<file path="src/rtl/lsu_wb_if.sv">
// Bus interfaces for the lsu_wb memory/write-back stage.
//
// lsu_wb_ex_if : instruction hand-off from the execute stage.
//   master = execute stage, slave = lsu_wb.
//   ex_valid, ex_mem_r, ex_mem_w, ex_funct3, ex_addr, ex_store_data,
//   ex_alu_result, ex_rd_addr, ex_reg_w flow master->slave; ex_ready flows back.
//
// lsu_wb_dm_if : data-memory request/grant/response port.
//   master = lsu_wb, slave = data memory.
//   dm_req, dm_addr, dm_we, dm_wdata flow master->slave;
//   dm_gnt, dm_rvalid, dm_rdata flow back.

interface lsu_wb_ex_if;
  logic        ex_valid;
  logic        ex_ready;
  logic        ex_mem_r;
  logic        ex_mem_w;
  logic [2:0]  ex_funct3;
  logic [31:0] ex_addr;
  logic [31:0] ex_store_data;
  logic [31:0] ex_alu_result;
  logic [4:0]  ex_rd_addr;
  logic        ex_reg_w;

  modport master (
    output ex_valid, ex_mem_r, ex_mem_w, ex_funct3, ex_addr,
    output ex_store_data, ex_alu_result, ex_rd_addr, ex_reg_w,
    input  ex_ready
  );

  modport slave (
    input  ex_valid, ex_mem_r, ex_mem_w, ex_funct3, ex_addr,
    input  ex_store_data, ex_alu_result, ex_rd_addr, ex_reg_w,
    output ex_ready
  );
endinterface

interface lsu_wb_dm_if;
  logic        dm_req;
  logic [31:0] dm_addr;
  logic [3:0]  dm_we;
  logic [31:0] dm_wdata;
  logic        dm_gnt;
  logic        dm_rvalid;
  logic [31:0] dm_rdata;

  modport master (
    output dm_req, dm_addr, dm_we, dm_wdata,
    input  dm_gnt, dm_rvalid, dm_rdata
  );

  modport slave (
    input  dm_req, dm_addr, dm_we, dm_wdata,
    output dm_gnt, dm_rvalid, dm_rdata
  );
endinterface

</file>
<file path="src/rtl/lsu_wb.sv">
// lsu_wb: memory-access and write-back stage of the RV32I pipeline.
//
// Accepts one instruction per ex_valid/ex_ready transfer. Non-memory ops are
// written back the following cycle. Legal, aligned loads/stores are issued to
// data memory as word-aligned requests with byte strobes; load data is shifted,
// sign/zero-extended and written back. Illegal or misaligned accesses raise a
// one-cycle mem_err pulse and touch neither memory nor the register file.
//
// Ports:
//   clk        : clock, all state on rising edge
//   rst        : asynchronous active-low reset
//   ex         : execute-stage hand-off (slave side)
//   dm         : data-memory port (master side)
//   reg_w      : register-file write enable (single-cycle pulse)
//   rd_addr    : register-file write address (held until next write)
//   wd         : register-file write data (held until next write)
//   stall      : ~ex_ready
//   mem_err    : one-cycle pulse for misaligned access / illegal funct3
//   state_dbg  : current FSM state (0 IDLE, 1 REQ, 2 WAIT_R)
//
// Handshake rules:
//   ex : a transfer happens on a rising edge where ex_valid & ex_ready.
//        ex_ready is decoded from the state register only and never looks at
//        ex_valid.
//   dm : dm_req with dm_addr/dm_we/dm_wdata stay stable until a rising edge
//        with dm_gnt; that edge completes the request. A load response is the
//        first dm_rvalid seen after the grant edge; dm_rvalid is ignored
//        outside WAIT_R.

module lsu_wb (
  input  logic           clk,
  input  logic           rst,
  lsu_wb_ex_if.slave     ex,
  lsu_wb_dm_if.master    dm,
  output logic           reg_w,
  output logic [4:0]     rd_addr,
  output logic [31:0]    wd,
  output logic           stall,
  output logic           mem_err,
  output logic [1:0]     state_dbg
);

  typedef enum logic [1:0] {
    IDLE   = 2'd0,
    REQ    = 2'd1,
    WAIT_R = 2'd2
  } state_t;

  state_t      state;

  // Registered memory-port outputs.
  logic        dm_req_q;
  logic [31:0] dm_addr_q;
  logic [3:0]  dm_we_q;
  logic [31:0] dm_wdata_q;

  // Fields latched when a memory access is accepted.
  logic        lat_load;
  logic [2:0]  lat_funct3;
  logic [1:0]  lat_off;
  logic [4:0]  lat_rd;

  // --------------------------------------------------------------------------
  // Access decode on the incoming instruction
  // --------------------------------------------------------------------------
  logic is_mem;
  logic both_ops;
  logic f3_legal;
  logic misaligned;
  logic acc_err;

  always_comb begin
    is_mem   = ex.ex_mem_r | ex.ex_mem_w;
    both_ops = ex.ex_mem_r & ex.ex_mem_w;

    f3_legal = 1'b0;
    if (ex.ex_mem_r) begin
      case (ex.ex_funct3)
        3'b000, 3'b001, 3'b010, 3'b100, 3'b101: f3_legal = 1'b1;
        default:                                f3_legal = 1'b0;
      endcase
    end else begin
      case (ex.ex_funct3)
        3'b000, 3'b001, 3'b010: f3_legal = 1'b1;
        default:                f3_legal = 1'b0;
      endcase
    end

    // funct3[1:0] carries the access size for both loads and stores.
    misaligned = ((ex.ex_funct3[1:0] == 2'b01) & ex.ex_addr[0]) |
                 ((ex.ex_funct3[1:0] == 2'b10) & (ex.ex_addr[1:0] != 2'b00));

    acc_err = both_ops | ~f3_legal | misaligned;
  end

  // --------------------------------------------------------------------------
  // Store lane steering: replicate the data across the word and select lanes
  // with the strobes so memory can write the word-aligned bus directly.
  // --------------------------------------------------------------------------
  logic [3:0]  st_we;
  logic [31:0] st_wdata;

  always_comb begin
    st_we    = 4'b1111;
    st_wdata = ex.ex_store_data;
    case (ex.ex_funct3[1:0])
      2'b00: begin
        st_we    = 4'b0001 << ex.ex_addr[1:0];
        st_wdata = {4{ex.ex_store_data[7:0]}};
      end
      2'b01: begin
        st_we    = 4'b0011 << ex.ex_addr[1:0];
        st_wdata = {2{ex.ex_store_data[15:0]}};
      end
      default: begin
        st_we    = 4'b1111;
        st_wdata = ex.ex_store_data;
      end
    endcase
  end

  // --------------------------------------------------------------------------
  // Load extraction: bring the addressed byte/half down to bit 0, then extend.
  // --------------------------------------------------------------------------
  logic [31:0] ld_shift;
  logic [31:0] ld_data;

  always_comb begin
    ld_shift = dm.dm_rdata >> {lat_off, 3'b000};
    case (lat_funct3)
      3'b000:  ld_data = {{24{ld_shift[7]}},  ld_shift[7:0]};
      3'b001:  ld_data = {{16{ld_shift[15]}}, ld_shift[15:0]};
      3'b100:  ld_data = {24'h000000, ld_shift[7:0]};
      3'b101:  ld_data = {16'h0000,   ld_shift[15:0]};
      default: ld_data = ld_shift;
    endcase
  end

  // --------------------------------------------------------------------------
  // FSM and all registered outputs
  // --------------------------------------------------------------------------
  always_ff @(posedge clk or negedge rst) begin
    if (!rst) begin
      state      <= IDLE;
      dm_req_q   <= 1'b0;
      dm_addr_q  <= 32'h0;
      dm_we_q    <= 4'h0;
      dm_wdata_q <= 32'h0;
      lat_load   <= 1'b0;
      lat_funct3 <= 3'b000;
      lat_off    <= 2'b00;
      lat_rd     <= 5'd0;
      reg_w      <= 1'b0;
      rd_addr    <= 5'd0;
      wd         <= 32'h0;
      mem_err    <= 1'b0;
    end else begin
      // Pulses default low; only the cycle that produces them raises them.
      reg_w   <= 1'b0;
      mem_err <= 1'b0;

      case (state)
        IDLE: begin
          if (ex.ex_valid) begin
            if (!is_mem) begin
              // rd_addr/wd only move on an actual write so they keep the
              // last written value otherwise.
              if (ex.ex_reg_w && (ex.ex_rd_addr != 5'd0)) begin
                reg_w   <= 1'b1;
                rd_addr <= ex.ex_rd_addr;
                wd      <= ex.ex_alu_result;
              end
            end else if (acc_err) begin
              mem_err <= 1'b1;
            end else begin
              lat_load   <= ex.ex_mem_r;
              lat_funct3 <= ex.ex_funct3;
              lat_off    <= ex.ex_addr[1:0];
              lat_rd     <= ex.ex_rd_addr;
              dm_req_q   <= 1'b1;
              dm_addr_q  <= {ex.ex_addr[31:2], 2'b00};
              dm_we_q    <= ex.ex_mem_r ? 4'h0  : st_we;
              dm_wdata_q <= ex.ex_mem_r ? 32'h0 : st_wdata;
              state      <= REQ;
            end
          end
        end

        REQ: begin
          // Any dm_rvalid here is not a response to this request; ignore it.
          if (dm.dm_gnt) begin
            dm_req_q <= 1'b0;
            dm_we_q  <= 4'h0;
            state    <= lat_load ? WAIT_R : IDLE;
          end
        end

        WAIT_R: begin
          if (dm.dm_rvalid) begin
            if (lat_rd != 5'd0) begin
              reg_w   <= 1'b1;
              rd_addr <= lat_rd;
              wd      <= ld_data;
            end
            state <= IDLE;
          end
        end

        default: state <= IDLE;
      endcase
    end
  end

  // --------------------------------------------------------------------------
  // Outputs
  // --------------------------------------------------------------------------
  assign ex.ex_ready  = (state == IDLE);
  assign stall        = (state != IDLE);
  assign state_dbg    = state;

  assign dm.dm_req    = dm_req_q;
  assign dm.dm_addr   = dm_addr_q;
  assign dm.dm_we     = dm_we_q;
  assign dm.dm_wdata  = dm_wdata_q;

endmodule

</file>
<file path="src/flat_wrapper.sv">
// flat-port wrapper written by rule: the top's interface ports become plain ports
module lsu_wb_flat 
  (clk, rst, reg_w, rd_addr, wd, stall, mem_err, state_dbg, ex_ex_valid, ex_ex_mem_r, ex_ex_mem_w, ex_ex_funct3, ex_ex_addr, ex_ex_store_data, ex_ex_alu_result, ex_ex_rd_addr, ex_ex_reg_w, ex_ex_ready, dm_dm_req, dm_dm_addr, dm_dm_we, dm_dm_wdata, dm_dm_gnt, dm_dm_rvalid, dm_dm_rdata);
  lsu_wb_ex_if ex_i ();
  lsu_wb_dm_if dm_i ();
  input  logic clk;
  input  logic rst;
  output logic reg_w;
  output logic [4:0] rd_addr;
  output logic [31:0] wd;
  output logic stall;
  output logic mem_err;
  output logic [1:0] state_dbg;
  input wire logic [$bits(ex_i.ex_valid)-1:0] ex_ex_valid;
  input wire logic [$bits(ex_i.ex_mem_r)-1:0] ex_ex_mem_r;
  input wire logic [$bits(ex_i.ex_mem_w)-1:0] ex_ex_mem_w;
  input wire logic [$bits(ex_i.ex_funct3)-1:0] ex_ex_funct3;
  input wire logic [$bits(ex_i.ex_addr)-1:0] ex_ex_addr;
  input wire logic [$bits(ex_i.ex_store_data)-1:0] ex_ex_store_data;
  input wire logic [$bits(ex_i.ex_alu_result)-1:0] ex_ex_alu_result;
  input wire logic [$bits(ex_i.ex_rd_addr)-1:0] ex_ex_rd_addr;
  input wire logic [$bits(ex_i.ex_reg_w)-1:0] ex_ex_reg_w;
  output wire logic [$bits(ex_i.ex_ready)-1:0] ex_ex_ready;
  output wire logic [$bits(dm_i.dm_req)-1:0] dm_dm_req;
  output wire logic [$bits(dm_i.dm_addr)-1:0] dm_dm_addr;
  output wire logic [$bits(dm_i.dm_we)-1:0] dm_dm_we;
  output wire logic [$bits(dm_i.dm_wdata)-1:0] dm_dm_wdata;
  input wire logic [$bits(dm_i.dm_gnt)-1:0] dm_dm_gnt;
  input wire logic [$bits(dm_i.dm_rvalid)-1:0] dm_dm_rvalid;
  input wire logic [$bits(dm_i.dm_rdata)-1:0] dm_dm_rdata;
  assign ex_i.ex_valid = ex_ex_valid;
  assign ex_i.ex_mem_r = ex_ex_mem_r;
  assign ex_i.ex_mem_w = ex_ex_mem_w;
  assign ex_i.ex_funct3 = ex_ex_funct3;
  assign ex_i.ex_addr = ex_ex_addr;
  assign ex_i.ex_store_data = ex_ex_store_data;
  assign ex_i.ex_alu_result = ex_ex_alu_result;
  assign ex_i.ex_rd_addr = ex_ex_rd_addr;
  assign ex_i.ex_reg_w = ex_ex_reg_w;
  assign ex_ex_ready = ex_i.ex_ready;
  assign dm_dm_req = dm_i.dm_req;
  assign dm_dm_addr = dm_i.dm_addr;
  assign dm_dm_we = dm_i.dm_we;
  assign dm_dm_wdata = dm_i.dm_wdata;
  assign dm_i.dm_gnt = dm_dm_gnt;
  assign dm_i.dm_rvalid = dm_dm_rvalid;
  assign dm_i.dm_rdata = dm_dm_rdata;
  lsu_wb u_core (.clk(clk), .rst(rst), .ex(ex_i), .dm(dm_i), .reg_w(reg_w), .rd_addr(rd_addr), .wd(wd), .stall(stall), .mem_err(mem_err), .state_dbg(state_dbg));
endmodule
</file>
<file path="config.mk">
export PLATFORM = sky130hd
export DESIGN_NAME = lsu_wb_flat
export DESIGN_NICKNAME = d
export VERILOG_FILES = /design/src/rtl/lsu_wb_if.sv /design/src/rtl/lsu_wb.sv /design/src/flat_wrapper.sv
export SDC_FILE = /design/constraint.sdc
export NUM_CORES = 1
export LEC_CHECK = 0
export ABC_AREA = 1
export BUFFER_PORTS_ARGS = -buffer_cell sky130_fd_sc_hd__buf_2
export CORE_ASPECT_RATIO = 1.2
export CORE_MARGIN = 1
export CORE_UTILIZATION = 45
export DETAILED_ROUTE_END_ITERATION = 8
export PLACE_DENSITY = 0.75
export SLEW_MARGIN = 20
export SYNTH_ARGS = -nofsm -noshare
export SYNTH_HDL_FRONTEND = slang
export SYNTH_SLANG_ARGS = --single-unit
</file>
<file path="constraint.sdc">
create_clock -name clk -period 2.2 [get_ports clk]
set_input_delay 0.22 -clock clk [delete_from_list [all_inputs] [get_ports clk]]
set_output_delay 0.22 -clock clk [all_outputs]
set_load 0.01 [all_outputs]
</file>
==> results.tsv <==
metric	value	unit
outcome	finished clean	
hold_start	ex_ex_store_data[3]	
synth_area_per_cell	7.59	sq um
dieArea	14100	sq um
die_y	130	um
drv_slew	0	
place_congestion	0.897	
syn2layout_area_growth	33.1	%
rsz0062_at_grt	false	
clk_pin_slew	0.06	ns
ys_ff_latch	119	
setup_viol	0	
max_freq	0.558	GHz
worstMarginPinSlew	0.900	ns
drv_cap	0	
p_leak	4.55	nW
drtIter0Drc	331	
routed_wirelength	18300	um
multiInputGateArea	2780	sq um
switching_share	34.2	%
critPathKind	flip-flop to flip-flop	
die_x	108	um
critPathRequiredTime	2.55	ns
grt_pass1_vias	5789	
grt.total_usage	26.3	%
final_area	8140	sq um
hold_path.class	primary input to flip-flop	
crit_fanout	26	
grt_pass1_wl	28500	um
yosysWarningCount	0	
placed_area	7520	sq um
syn_inst	806	
final_nets	1189	
route.detailed.drc	0	
grt_overflow_total	0	
nFillCells	1246	
ctsResizeCount	0	
startpoint	u_core.state_dbg[1]	
cts_inserted_buffers	17	
hpwl	13200	um
clock_skew	0.00826	ns
p_comb_share	26.9	%
fin_crit_sh	81.4	%
slowest_delay	0.42	ns
design.core.area	13200	sq um
syn_area	6110	sq um
root_buffer	clkbuf_16	
async_reset_ff_share	100	%
synth_common_cells	335 x nand2_1, 119 x dfrtp_1, 92 x nand3_1	
ant_nets	0	
wl_per_cell	14.9	um
yosysMostFrequentCell	nand2_1	
hold_violations	0	
clkPwrFrac	35.7	%
r2r-start	u_core.state_dbg[1]	
initial_core_util	46.2	%
ys_seq_area_share	48.7	%
synthTopCellsByArea	dfrtp_1 49%, nand2_1 21%, nand3_1 7.5%, o21ai_0 3.6%, or2_2 2.3%	
postCtsHoldBufs	1	
cts_tree	yes	
synth_top_area_cell	dfrtp_1	
slowest_stage	nor2_2	
fin_ws	0.409	ns
ctsLongestPathBuffers	2	
vias_per_cell	5.07	
antenna_found_initial	1	
synth_edf_count	0	
seq_area	2980	sq um
relSlewSlack	39.9	%
synth_top_area_share	48.7	%
cp_top_family	simple AND/OR/NAND/NOR gates	
cts_sinks	119	
p_seq_share	37.3	%
clkLatencyLatePin	0.41	ns
p_int	5.26	mW
portBuffers	253	
tns	0	ns
rows	46	
cp.arrival	2.14	ns
start_kind	flip-flop	
ys.flop_type	dfrtp_1	
critPathMostFrequentCell	nand2_1	
first_pass_iters	5	
post_cts_buffers	0	
p_switching	2.74	mW
ir_worst_vdd	506	uV
via_count	6221	
htree_levels	4	
cp_cell_sequence	inv_2 -> nand2_1 -> inv_2 -> nand2_1 -> nor2_4 -> nand2_4 -> nor2_2 -> nand3_1 -> nand2_1	
critPathBufInv	2	
min_period	1.79	ns
crit_path_end_kind	flip-flop	
io_pins	256	
synth_cell_types	30	
power_density	982	nW/um^2
pre_cts_slack	0.389	ns
drive_above_1_share	33.0	%
grt_max_degree	72	
==> power groups by stage <==
stage               logic [mW]  clock network [mW]  registers [mW]
finish                    2.15                2.86            2.99
global route              2.42                3.04            3.04
CTS                       2.17                2.92            2.98
detailed placement        2.17                   0            3.00
global placement          2.12                   0            3.00
floorplan                 1.02                   0            3.20
==> worst min-delay path: stages <==
cell     delay [ns]
buf_2          0.09
nand2_1        0.05
nand2_1        0.05
==> final timing paths <==
check / endpoint / slack [ns] / depth (start not counted)
worst max-delay path: u_core.dm.dm_wdata[15] / 0.41 / 9
worst min-delay path: u_core.dm.dm_wdata[3] / 0.03 / 3
worst max register to register: u_core.dm.dm_wdata[15] / 0.41 / 9
worst min register to register: u_core.dm.dm_addr[30] / 0.46 / 2
max in group asynchronous: u_core.wd[18] / 1.42 / 3
min in group asynchronous: u_core.wd[4] / 0.18 / 2
==> area by class of cell <==
type / instances / share of cell area [%]
Sequential cell: 119 / 36.6
Antenna cell: 1 / 0.0307
Clock buffer: 17 / 5.23
Multi-Input combinational cell: 604 / 34.1
Timing Repair Buffer: 271 / 17.7
Clock inverter: 15 / 2.21
Inverter: 32 / 1.51
Tap cell: 168 / 2.58
==> cell families after synthesis <==
family,Yosys count,share of synthesized area (%)
AO/OA/AOI/OAI,108,11.1
buffers and inverters,84,5.93
flip-flops,119,48.7
other,1,0.0613
AND/OR/NAND/NOR,494,34.2
==> cells in the final DEF (no fill, tap or decap), drive strengths merged <==
master and n:
buf 270, a31oi 8, nand4 4, dfrtp 119
o2111ai 4, inv 41, clkbuf 17, bufinv 2
nor3 2, diode 1, a21oi 8, nand3 94
or2 28, nor2 30, o21ai 61, clkinv 1
conb 2, o211ai 9, nand2 336, clkinvlp 3
dlygate4sd3 1, o31ai 17, o21bai 1
==> metrics by stage <==
step	hold WS (ns)	cells	total power, mW	utilization, %
floorplan	-0.0756	807	4.23	-
global placement	0.0602	1193	5.12	56.8
detailed placement	0.0579	1193	5.17	56.8
global route	0.0236	1227	8.50	61.5
CTS	0.00961	1226	8.08	61.5
finish	0.0262	1227	8.00	61.5
==> metal layers <==
layer | track usage, % | up-vias | wire length, um
met3 | 7.64 | 27 | 1430
met2 | 44.1 | 261 | 8990
met5 | 0 | - | 0
met4 | 9.78 | 0 | 449
li1 | - | 3101 | -
met1 | 32.0 | 2832 | 7400
==> registers in the layout (all words and copies together) (netlist names) <==
signal and count:
u_core.dm.dm_addr 30, u_core.dm.dm_req 1, u_core.dm.dm_wdata 32, u_core.dm.dm_we 4, u_core.lat_funct3 3, u_core.lat_load 1, u_core.lat_off 2, u_core.lat_rd 5
u_core.mem_err 1, u_core.rd_addr 5, u_core.reg_w 1, u_core.state_dbg 2, u_core.wd 32
(Power assumes the default switching activity.)
